`src/rtl/freq_gen_if.sv`:
```
// ============================================================================
// freq_gen_if : setpoint request / generator status bundle for freq_gen
// Revision    : 1.0
// ============================================================================
`default_nettype none

interface freq_gen_if;
  logic        load;
  logic [19:0] bcd_in;
  logic        clk_out;
  logic        busy;
  logic        err;
  logic [19:0] freq_bin;

  modport master (output load, bcd_in, input clk_out, busy, err, freq_bin);
  modport slave  (input load, bcd_in, output clk_out, busy, err, freq_bin);
endinterface

`default_nettype wire

```
`src/rtl/freq_gen.sv`:
```
// ============================================================================
// freq_gen : BCD-programmed square-wave generator (CLK_HZ / (2*f) half period)
// Optional : FREQ_ROUND_EN selects round-to-nearest half period instead of floor
// Revision : 1.0
// ============================================================================
`default_nettype none

module freq_gen #(
  parameter int CLK_HZ = 50000000,
  parameter int DIV_W  = 32
) (
  input  wire logic   clk,
  input  wire logic   rst_n,
  freq_gen_if.slave   bus
);

  localparam int c_step_raw = $clog2(DIV_W + 1);
  localparam int c_step_w   = (c_step_raw > 3) ? c_step_raw : 3;
  localparam logic [DIV_W-1:0] c_clk_hz = DIV_W'(CLK_HZ);

  typedef enum logic [1:0] {
    S_IDLE  = 2'd0,
    S_CONV  = 2'd1,
    S_DIV   = 2'd2,
    S_APPLY = 2'd3
  } state_t;

  state_t              state_q, state_d;
  logic [19:0]         bcd_q, bcd_d;
  logic [19:0]         acc_q, acc_d;
  logic [c_step_w-1:0] step_q, step_d;
  logic [DIV_W-1:0]    dvd_q, dvd_d;
  logic [DIV_W-1:0]    quot_q, quot_d;
  logic [DIV_W:0]      rem_q, rem_d;
  logic [DIV_W-1:0]    half_q, half_d;
  logic [DIV_W-1:0]    cnt_q, cnt_d;
  logic                clk_out_q, clk_out_d;
  logic                busy_q, busy_d;
  logic                err_q, err_d;
  logic [19:0]         freq_bin_q, freq_bin_d;

  logic [3:0]          w_digit;
  logic [19:0]         w_acc_next;
  logic [DIV_W-1:0]    w_dividend;
  logic [DIV_W:0]      w_divisor;
  logic [DIV_W:0]      w_rem_shift;
  logic                w_ge;

  assign w_digit     = bcd_q[19:16];
  assign w_acc_next  = (acc_q << 3) + (acc_q << 1) + {16'd0, w_digit};
  assign w_divisor   = {{(DIV_W-20){1'b0}}, acc_q, 1'b0};
  assign w_rem_shift = {rem_q[DIV_W-1:0], dvd_q[DIV_W-1]};
  assign w_ge        = (w_rem_shift >= w_divisor);

`ifdef FREQ_ROUND_EN
  // Adding f before dividing by 2f rounds the half period to nearest
  assign w_dividend = c_clk_hz + {{(DIV_W-20){1'b0}}, w_acc_next};
`else
  assign w_dividend = c_clk_hz;
`endif

  always_comb begin
    state_d    = state_q;
    bcd_d      = bcd_q;
    acc_d      = acc_q;
    step_d     = step_q;
    dvd_d      = dvd_q;
    quot_d     = quot_q;
    rem_d      = rem_q;
    half_d     = half_q;
    cnt_d      = cnt_q;
    clk_out_d  = clk_out_q;
    busy_d     = busy_q;
    err_d      = err_q;
    freq_bin_d = freq_bin_q;

    // Generator runs on the current half period regardless of FSM activity
    if (half_q == '0) begin
      cnt_d     = '0;
      clk_out_d = 1'b0;
    end else if (cnt_q == half_q - DIV_W'(1)) begin
      cnt_d     = '0;
      clk_out_d = ~clk_out_q;
    end else begin
      cnt_d = cnt_q + DIV_W'(1);
    end

    case (state_q)
      S_IDLE: begin
        if (bus.load) begin
          bcd_d   = bus.bcd_in;
          acc_d   = '0;
          step_d  = '0;
          busy_d  = 1'b1;
          state_d = S_CONV;
        end
      end
      S_CONV: begin
        if (w_digit > 4'd9) begin
          err_d   = 1'b1;
          busy_d  = 1'b0;
          state_d = S_IDLE;
        end else begin
          acc_d = w_acc_next;
          bcd_d = {bcd_q[15:0], 4'd0};
          if (step_q == c_step_w'(4)) begin
            step_d  = '0;
            dvd_d   = w_dividend;
            rem_d   = '0;
            quot_d  = '0;
            state_d = S_DIV;
          end else begin
            step_d = step_q + c_step_w'(1);
          end
        end
      end
      S_DIV: begin
        rem_d  = w_ge ? (w_rem_shift - w_divisor) : w_rem_shift;
        quot_d = {quot_q[DIV_W-2:0], w_ge};
        dvd_d  = {dvd_q[DIV_W-2:0], 1'b0};
        if (step_q == c_step_w'(DIV_W - 1)) begin
          step_d  = '0;
          state_d = S_APPLY;
        end else begin
          step_d = step_q + c_step_w'(1);
        end
      end
      S_APPLY: begin
        busy_d  = 1'b0;
        state_d = S_IDLE;
        if (acc_q == '0) begin
          half_d     = '0;
          cnt_d      = '0;
          clk_out_d  = 1'b0;
          freq_bin_d = '0;
          err_d      = 1'b0;
        end else if (quot_q == '0) begin
          err_d = 1'b1;
        end else begin
          // Holding the current level on the switch edge avoids a runt pulse
          half_d     = quot_q;
          cnt_d      = '0;
          clk_out_d  = clk_out_q;
          freq_bin_d = acc_q;
          err_d      = 1'b0;
        end
      end
      default: state_d = S_IDLE;
    endcase
  end

  always_ff @(posedge clk) begin
    if (!rst_n) begin
      state_q    <= S_IDLE;
      bcd_q      <= '0;
      acc_q      <= '0;
      step_q     <= '0;
      dvd_q      <= '0;
      quot_q     <= '0;
      rem_q      <= '0;
      half_q     <= '0;
      cnt_q      <= '0;
      clk_out_q  <= 1'b0;
      busy_q     <= 1'b0;
      err_q      <= 1'b0;
      freq_bin_q <= '0;
    end else begin
      state_q    <= state_d;
      bcd_q      <= bcd_d;
      acc_q      <= acc_d;
      step_q     <= step_d;
      dvd_q      <= dvd_d;
      quot_q     <= quot_d;
      rem_q      <= rem_d;
      half_q     <= half_d;
      cnt_q      <= cnt_d;
      clk_out_q  <= clk_out_d;
      busy_q     <= busy_d;
      err_q      <= err_d;
      freq_bin_q <= freq_bin_d;
    end
  end

  assign bus.clk_out  = clk_out_q;
  assign bus.busy     = busy_q;
  assign bus.err      = err_q;
  assign bus.freq_bin = freq_bin_q;

endmodule

`default_nettype wire

```
`src/flat_wrapper.sv`:
```
// flat-port wrapper written by rule: the top's interface ports become plain ports
module freq_gen_flat 
#(
  parameter int CLK_HZ = 50000000,
  parameter int DIV_W  = 32
)
  (clk, rst_n, bus_load, bus_bcd_in, bus_clk_out, bus_busy, bus_err, bus_freq_bin);
  freq_gen_if bus_i ();
  input  wire logic clk;
  input  wire logic rst_n;
  input wire logic [$bits(bus_i.load)-1:0] bus_load;
  input wire logic [$bits(bus_i.bcd_in)-1:0] bus_bcd_in;
  output wire logic [$bits(bus_i.clk_out)-1:0] bus_clk_out;
  output wire logic [$bits(bus_i.busy)-1:0] bus_busy;
  output wire logic [$bits(bus_i.err)-1:0] bus_err;
  output wire logic [$bits(bus_i.freq_bin)-1:0] bus_freq_bin;
  assign bus_i.load = bus_load;
  assign bus_i.bcd_in = bus_bcd_in;
  assign bus_clk_out = bus_i.clk_out;
  assign bus_busy = bus_i.busy;
  assign bus_err = bus_i.err;
  assign bus_freq_bin = bus_i.freq_bin;
  freq_gen #(.CLK_HZ(CLK_HZ), .DIV_W(DIV_W)) u_core (.clk(clk), .rst_n(rst_n), .bus(bus_i));
endmodule
```
`config.mk`:
```
export PLATFORM = sky130hd
export DESIGN_NAME = freq_gen_flat
export DESIGN_NICKNAME = d
export VERILOG_FILES = /design/src/rtl/freq_gen_if.sv /design/src/rtl/freq_gen.sv /design/src/flat_wrapper.sv
export SDC_FILE = /design/constraint.sdc
export NUM_CORES = 1
export LEC_CHECK = 0
export CORE_MARGIN = 2
export CORE_UTILIZATION = 55
export DETAILED_ROUTE_END_ITERATION = 7
export GPL_TIMING_DRIVEN = 0
export PLACE_DENSITY_LB_ADDON = 0.25
export SYNTH_ARGS = -nofsm -noshare
export SYNTH_HDL_FRONTEND = slang
export SYNTH_SLANG_ARGS = --single-unit
```
`constraint.sdc`:
```
create_clock -name clk -period 3.4 [get_ports clk]
set_input_delay 0.68 -clock clk [delete_from_list [all_inputs] [get_ports clk]]
set_output_delay 0.68 -clock clk [all_outputs]
set_load 0.05 [all_outputs]
```
==> results of run 1 <==
-- sequential cells by signal (all words and copies together) (netlist names), named ones only --
name / flops
u_core.acc_q: 20
u_core.bcd_q: 20
u_core.bus.busy: 1
u_core.bus.clk_out: 1
u_core.bus.err: 1
u_core.bus.freq_bin: 20
u_core.cnt_q: 32
u_core.dvd_q: 25
u_core.half_q: 32
u_core.quot_q: 32
u_core.rem_q: 32
u_core.state_q: 1
u_core.step_q: 6
-- area by class of cell --
type | count | area [um2]
Fill cell | 1854 | 7843
Multi-Input combinational cell | 1105 | 7146
Sequential cell | 224 | 4486
Clock buffer | 34 | 709.4
Timing Repair Buffer | 51 | 499.2
Buffer | 82 | 350.3
Tap cell | 280 | 350.3
Inverter | 49 | 183.9
Clock inverter | 8 | 121.4
-- critical path: cells and delay by family (launching register included) --
kind                   cells  cell delay [ns]
flip-flops                 1             0.37
multiplexers               1             0.24
AND/OR/NAND/NOR            5             2.09
buffers and inverters      1             0.32
AO/OA/AOI/OAI              1             0.09
-- through the flow --
stage                     util [%]  TNS [ns]  hold WS (ns)  instance area, um2  instances
after detailed placement     59.45    -8.003        0.4443               12890       1786
after floorplan                  -         0        0.4257               12090       1461
after global routing         63.84   -0.1243        0.4753               13850       1833
after CTS                    63.53         0        0.4516               13780       1829
after global placement       59.45    -7.079        0.4381               12890       1786
final                        63.84         0        0.4507               13850       1833
-- worst min path at each step --
| stage | slack, ns | startpoint | cells after the start | to |
|---|---|---|---|---|
| 2_1_floorplan | 0.43 | u_core.rem_q[31] | 2 | u_core.rem_q[31] |
| 3_3_place_gp | 0.44 | u_core.dvd_q[29] | 2 | u_core.dvd_q[29] |
| 3_5_place_dp | 0.44 | u_core.dvd_q[18] | 2 | u_core.dvd_q[18] |
| 4_1_cts | 0.45 | u_core.dvd_q[29] | 2 | u_core.dvd_q[29] |
| 5_1_grt | 0.48 | u_core.dvd_q[16] | 2 | u_core.dvd_q[16] |
| 6_report | 0.45 | u_core.dvd_q[29] | 2 | u_core.dvd_q[29] |
-- synth_stat cells (all sizes together) (11+ instances only) --
cell type / number
nor4: 26
a211oi: 25
mux2i: 28
nand2: 127
a21oi: 105
nor2: 150
nor3b: 14
o21ai: 59
and3: 11
nand3: 93
clkbuf: 69
buf: 14
xor2: 47
xnor2: 70
a22oi: 53
ha: 62
nand4: 27
inv: 49
dfxtp: 224
nor3: 68
-- logic make-up after synthesis --
group	Yosys count	share of synthesized area, %
buf+inv	132	4.377
mux	30	2.504
fa+ha+maj	65	6.912
flops	224	37.08
simple gates	569	23.41
xor+xnor	117	8.474
compound gates	324	17.24
-- placed cells by master (no fill, tap or decap), drive strengths merged, types with 28 or more instances in the layout --
cell,instances
a21oi,105
a22oi,53
clkbuf,103
clkdlybuf4s50,45
dfxtp,224
ha,62
inv,50
mux2i,28
nand2,127
nand3,93
nor2,150
nor3,68
o21ai,59
xnor2,70
xor2,47
-- per-layer routing --
metal  track usage, %  vias to the layer above
li1                 -                     5392
met1            35.71                     5161
met2            40.95                      292
met3            3.925                       44
met4            7.566                        0
met5                0                        -
-- where the power goes --
| group | internal, mW | switching (mW) | total [mW] |
|---|---|---|---|
| clock | 1.68 | 1.07 | 2.75 |
| combinational | 0.760 | 1.43 | 2.19 |
| sequential | 2.82 | 0.134 | 2.96 |
| total | 5.26 | 2.63 | 7.89 |
-- timing repair --
item | CTS | global route
buffers inserted | 1 | 5
pin swaps | 3 | 4
resized for setup | 13 | 8
setup endpoints to repair | 44 | 49
==> impl_metrics.toml, run 1 <==
[run_status]
status = "finished clean"

[hold_path]
hp-class = "flip-flop to flip-flop"

[run]
drv_cap = 0

[route]
via_count = 10890
viasPerCell = 5.941
drt_iter0_drc = 707
met1Wirelength_um = 14170
wl_per_cell_um = 16.77
wl_met3_um = 1960
antenna_left = 0
postRouteWirelength_um = 30740
dr.pass1.iters = 5
dr_wl_met2_um = 13950
drc = 0
routed.top_layer = "met4"

[logic_synthesis]
synth_edf_count = 0
synth_nets = 1549
syn_area_um2 = 12090
avgSynthCellArea_um2 = 8.277
synth_cells = 1461
ys_warn_count = 0
synthTopCellsByArea = "dfxtp_1, ha_1, xnor2_1"
synth_cell_types = 71
synthArstFlopShare_pct = 0
yosysTopAreaCell = "dfxtp_1"
synth-seq-cells = 224
synth-seq-area-share_pct = 37.08
synth_top_area_share_pct = 37.08
synth_ff_type = "dfxtp_1"

[worst_setup_path]
critPathLaunchType = "flip-flop"
endpoint = "u_core.rem_q[17]"
critPathMaxStageDelay_ns = 0.59
cp.required_ns = 3.80
rr_startpoint = "u_core.rem_q[20]"
worstPathArrival_ns = 3.64
crit_fanout = 10
ff2ff_path_depth = 8
reg2reg_slack_ns = 0.16
timing.rr.end = "u_core.rem_q[17]"
path_class = "flip-flop to flip-flop"
startpoint = "u_core.rem_q[20]"
crit_chain = "or4_1 -> or3_1 -> or4_1 -> nor4_4 -> clkbuf_4 -> nand2_4 -> mux2i_1 -> o21ai_0"
endpoint_kind = "flip-flop"
crit_top_cell = "or4_1"
cp_slowest_cell = "or4_1"

[placed_design]
dpl.hpwl_um = 22230
routabilityCongestion = 0.8976
io_buffers = 45
dp_slack_ns = -0.3412

[final_layout]
num_antenna_cells = 0
area_growth_syn_to_layout_pct = 14.50
drive_gt1_share_pct = 6.053
fin_nets = 1626

[floorplanning]
die_x_um = 152.3
start_util_pct = 55.76
die_h_um = 152.3
io_pins = 46
core_area_um2 = 21690
die_area_um2 = 23190
row_count = 54

[power]
leakage_nw = 5.111
ir_drop_uv = 455.1
p_per_area_nw_per_um2 = 569.7
p_total_mw = 7.888

[sta]
setup_viol = 0
fin_crit_ns = 3.244
worstMarginPinSlew_ns = 0.8262
rsz0062_at_grt = "true"
hold_viol = 0
max_freq_mhz = 308.2
setup_slack_ns = 0.1556
slew_violations = 0
fin_crit_sh_pct = 95.42
finClkSkew_ns = 0.007605
max-slew-margin-rel_pct = 44.50

[clocking]
cts_made_buffers = 25
path_clk_slew_ns = 0.06
clock-sinks = 224
cts_tree = "yes"
clock_latency_ns = 0.53
cts_hold_buf = 0
root_buffer = "clkbuf_16"
clockBufferDepth = 3
h-tree-depth = 1

[global_route]
grt_max_degree = 13
grt_pass1_vias = 10070
grt_first_pass_wirelength_um = 50230
antenna_found_initial = 0
grt_usage_pct = 25.53
grt_overflow = 0
(Power assumes the default switching activity.)
==> run 2, diff against run 1 <==
--- a/config.mk
+++ b/config.mk
@@ -8,7 +8,6 @@
 export CORE_MARGIN = 2
 export CORE_UTILIZATION = 55
 export DETAILED_ROUTE_END_ITERATION = 7
-export GPL_TIMING_DRIVEN = 0
 export PLACE_DENSITY_LB_ADDON = 0.25
 export SYNTH_ARGS = -nofsm -noshare
 export SYNTH_HDL_FRONTEND = slang
==> impl_metrics.toml, run 2 (synthesis results as in run 1) <==
[clocking]
cts_tree = "yes"
cts_made_buffers = 25
clock_latency_ns = 0.54
clockBufferDepth = 3
path_clk_slew_ns = 0.06
root_buffer = "clkbuf_16"
clock-sinks = 224
h-tree-depth = 1
cts_hold_buf = 0

[final_layout]
fillers = 1890
layout_common_cells = "dfxtp_1, nor2_1, nand2_1"
area_growth_syn_to_layout_pct = 14.55
drive_gt1_share_pct = 8.857
final_area_um2 = 13850
final_common_cell = "dfxtp_1"
fin_nets = 1583
utilization_pct = 63.87
num_antenna_cells = 0

[global_route]
grt_overflow = 0
grt_first_pass_wirelength_um = 48580
grt_usage_pct = 24.26
grt_pass1_vias = 9880
grt_max_degree = 60
antenna_found_initial = 0

[hold_path]
hp-class = "flip-flop to flip-flop"

[power]
ir_drop_uv = 410.7
p_total_mw = 7.804
p_sw_mw = 2.608
power_frac_clock_pct = 35.7
leakage_nw = 5.167
combPwrFrac_pct = 26.6
p_sw_share_pct = 33.42
cell_internal_pwr_mw = 5.196
p_per_area_nw_per_um2 = 563.4
seqPwrFrac_pct = 37.7

[sta]
tns_ns = 0
finClkSkew_ns = 0.02597
setup_viol = 0
slew_violations = 0
hold_viol = 0
worstMarginPinSlew_ns = 1.097
fin_crit_ns = 3.267
max_freq_mhz = 306.1
fin_crit_sh_pct = 96.08
max-slew-margin-rel_pct = 26.78
setup_slack_ns = 0.1331

[route]
dr.pass1.iters = 5
drc = 0
via_count = 10700
postRouteWirelength_um = 29450
viasPerCell = 5.969
antenna_left = 0
drt_iter0_drc = 672
wl_per_cell_um = 16.42

[worst_setup_path]
worstPathArrival_ns = 3.66
endpoint_kind = "flip-flop"
critPathLaunchType = "flip-flop"
path_class = "flip-flop to flip-flop"
crit_fanout = 16
cp.required_ns = 3.80

[placed_design]
dpl.hpwl_um = 20120
routabilityCongestion = 0.9085
dp_slack_ns = 0.1411
postPlaceCellArea_um2 = 12910
io_buffers = 45

[floorplanning]
start_util_pct = 55.76
core_area_um2 = 21690
row_count = 54
die_area_um2 = 23190
die_h_um = 152.3
die_x_um = 152.3
io_pins = 46

[run]
drv_cap = 0

[run_status]
status = "finished clean"
run 2: cell type report:
cell class	count	area, um2	area share [%]
clock buffer	35	753.2	5.438
multi-input combinational	1105	7147	51.59
sequential	224	4486	32.38
inverter	49	186.4	1.346
tap	280	350.3	2.529
timing repair buffer	90	818.3	5.907
clock inverter	10	111.4	0.8039
run 2: what timing repair did:
item / in CTS / in global routing
buffers inserted: 0 / 2
gates resized for setup: 0 / 8
setup endpoints to repair: 0 / 33
run 2: power groups by stage:
stage | registers (mW) | clock network, mW | logic, mW
after global placement | 2.99 | 0 | 2.03
final | 2.94 | 2.78 | 2.08
after global routing | 2.97 | 2.92 | 2.30
after detailed placement | 3.00 | 0 | 2.06
after CTS | 2.94 | 2.82 | 2.08
after floorplan | 2.99 | 0 | 1.57
run 2: worst max-delay path, stage by stage, from the launching register on:
cell and delay [ns]:
dfxtp_1 0.40, or4_4 0.56, nor4_4 0.43, buf_4 0.24, nor3b_2 0.20, xnor2_1 0.09, nor4_1 0.26, nand4_1 0.22
a2111oi_4 0.31, buf_4 0.20, clkbuf_16 0.19, nor3_1 0.06
run 2: per-stage QoR:
stage,hold WS (ns),cells
floorplan,0.4257,1461
detailed placement,0.4438,1745
finish,0.4536,1793
global route,0.4719,1793
CTS,0.4525,1790
global placement,0.4383,1745
run 2: final timing paths:
path,from,to,slack (ns),depth (start not counted)
min,u_core.bcd_q[3],u_core.bcd_q[3],0.45,2
max reg2reg,u_core.half_q[6],u_core.cnt_q[14],0.13,11
min reg2reg,u_core.bcd_q[3],u_core.bcd_q[3],0.45,2
max,u_core.half_q[6],u_core.cnt_q[14],0.13,11
run 2: routing by layer:
layer	vias to the layer above	global-route usage [%]	share of wire, %
met3	42	2.986	5.0
met2	259	37.97	44
met5	-	0	0
li1	5310	-	-
met4	0	5.118	1.8
met1	5092	36.02	49
==> run 3, diff against run 2 <==
--- a/config.mk
+++ b/config.mk
@@ -7,8 +7,10 @@
 export LEC_CHECK = 0
 export CORE_MARGIN = 2
 export CORE_UTILIZATION = 55
+export CTS_BUF_LIST = sky130_fd_sc_hd__clkbuf_8
 export DETAILED_ROUTE_END_ITERATION = 7
 export PLACE_DENSITY_LB_ADDON = 0.25
+export SLEW_MARGIN = 20
 export SYNTH_ARGS = -nofsm -noshare
 export SYNTH_HDL_FRONTEND = slang
 export SYNTH_SLANG_ARGS = --single-unit
==> impl_metrics.toml, run 3 (synthesis results as in run 1) <==
[sta]
finClkSkew_ns = 0.03190
fin_crit_sh_pct = 97.00
max-slew-margin-rel_pct = 35.99
max_freq_mhz = 303.2
hold_viol = 0
worstMarginPinSlew_ns = 0.9565
hold_ws_ns = 0.4492
fin_crit_ns = 3.298
setup_viol = 0
slew_violations = 0

[final_layout]
area_growth_syn_to_layout_pct = 13.94
stdcell_count = 1818
regArea_um2 = 4484
final_common_cell = "dfxtp_1"
layout_common_cells = "dfxtp_1, nor2_1, nand2_1"
drive_gt1_share_pct = 9.298
final_area_um2 = 13780
fillers = 1904
utilization_pct = 63.53
fin_nets = 1598
num_antenna_cells = 0
multi_input_area_um2 = 7141

[global_route]
grt_overflow = 0
grt_pass1_vias = 9895
grt_usage_pct = 24.18
grt_first_pass_wirelength_um = 48160
grt_max_degree = 60
antenna_found_initial = 0

[route]
antenna_left = 0
wl_per_cell_um = 16.14
via_count = 10740
dr.pass1.iters = 7
viasPerCell = 5.908
postRouteWirelength_um = 29340
drt_iter0_drc = 667
drc = 0

[clocking]
clock-sinks = 224
h-tree-depth = 2
path_clk_slew_ns = 0.06
cts_made_buffers = 40
cts_tree = "yes"
clockBufferDepth = 3
cts_hold_buf = 0
root_buffer = "clkbuf_8"
clock_latency_ns = 0.55

[placed_design]
postPlaceCellArea_um2 = 12910
dpl.hpwl_um = 20120
routabilityCongestion = 0.9085
dp_cells = 1745
io_buffers = 45

[worst_setup_path]
crit_fanout = 16
critPathLaunchType = "flip-flop"
path_class = "flip-flop to flip-flop"
crit_chain = "inv_1 -> ha_2 -> or4b_2 -> or3_4 -> nor4b_4 -> nand3_1 -> a211oi_1 -> nand4_1 -> a2111oi_4 -> buf_4 -> clkbuf_16 -> nor3_1"
endpoint_kind = "flip-flop"
critical_path.top_delay_family = "simple AND/OR/NAND/NOR gates"
critPathMaxStageDelay_ns = 0.62
cp_slowest_cell = "or4b_2"
cp_num_buf_inv = 3
cp.required_ns = 3.82
worstPathArrival_ns = 3.71

[run_status]
status = "finished clean"

[floorplanning]
row_count = 54
core_area_um2 = 21690
die_x_um = 152.3
die_h_um = 152.3
io_pins = 46
start_util_pct = 55.76
die_area_um2 = 23190

[run]
drv_cap = 0

[hold_path]
hp-class = "flip-flop to flip-flop"

[power]
leakage_nw = 5.207
p_per_area_nw_per_um2 = 548.9
ir_drop_uv = 492.2
-- run 3: metrics by stage --
stage	total power [mW]	setup WS (ns)	TNS, ns
after CTS	7.591	0.08907	0
after detailed placement	5.063	0.1411	0
after global placement	5.019	0.2563	0
after floorplan	4.558	0.3380	0
after global routing	7.958	-0.007046	-0.05090
final	7.563	0.1021	0
-- run 3: worst register-to-register path: stages (launching register included) --
cell,delay (ns)
dfxtp_1,0.36
inv_1,0.08
ha_2,0.21
or4b_2,0.62
or3_4,0.40
nor4b_4,0.24
nand3_1,0.10
a211oi_1,0.22
nand4_1,0.20
a2111oi_4,0.31
buf_4,0.19
clkbuf_16,0.18
nor3_1,0.06
-- run 3: repair_timing --
item,CTS,global route
endpoints found under the hold margin,0,0
setup buffers,0,2
endpoints found under the setup margin,0,33
resized for setup,0,4
-- run 3: final cells by class --
cell class,count,area share (%)
Timing Repair Buffer,90,5.939
Clock buffer,46,4.595
Sequential cell,224,32.55
Multi-Input combinational cell,1105,51.83
Inverter,49,1.353
Tap cell,280,2.543
Clock inverter,24,1.199
-- run 3: worst paths after layout --
kind                 endpoint             start  cells after the start  slack [ns]
min reg2reg  u_core.dvd_q[27]  u_core.dvd_q[27]                      2        0.45
max          u_core.cnt_q[25]  u_core.half_q[0]                     12        0.10
max reg2reg  u_core.cnt_q[25]  u_core.half_q[0]                     12        0.10
min          u_core.dvd_q[27]  u_core.dvd_q[27]                      2        0.45
-- run 3: per-layer routing --
layer / part of all wire, % / up-vias / track usage (%)
met2: 44 / 244 / 37.02
met4: 1.8 / 0 / 6.275
met5: 0 / - / 0
li1: - / 5338 / -
met1: 49 / 5105 / 35.25
met3: 5.2 / 53 / 4.380
-- run 3: power by group --
part	switching, mW	internal [mW]
clock network	1.13	1.39
logic	1.35	0.743
registers	0.122	2.82
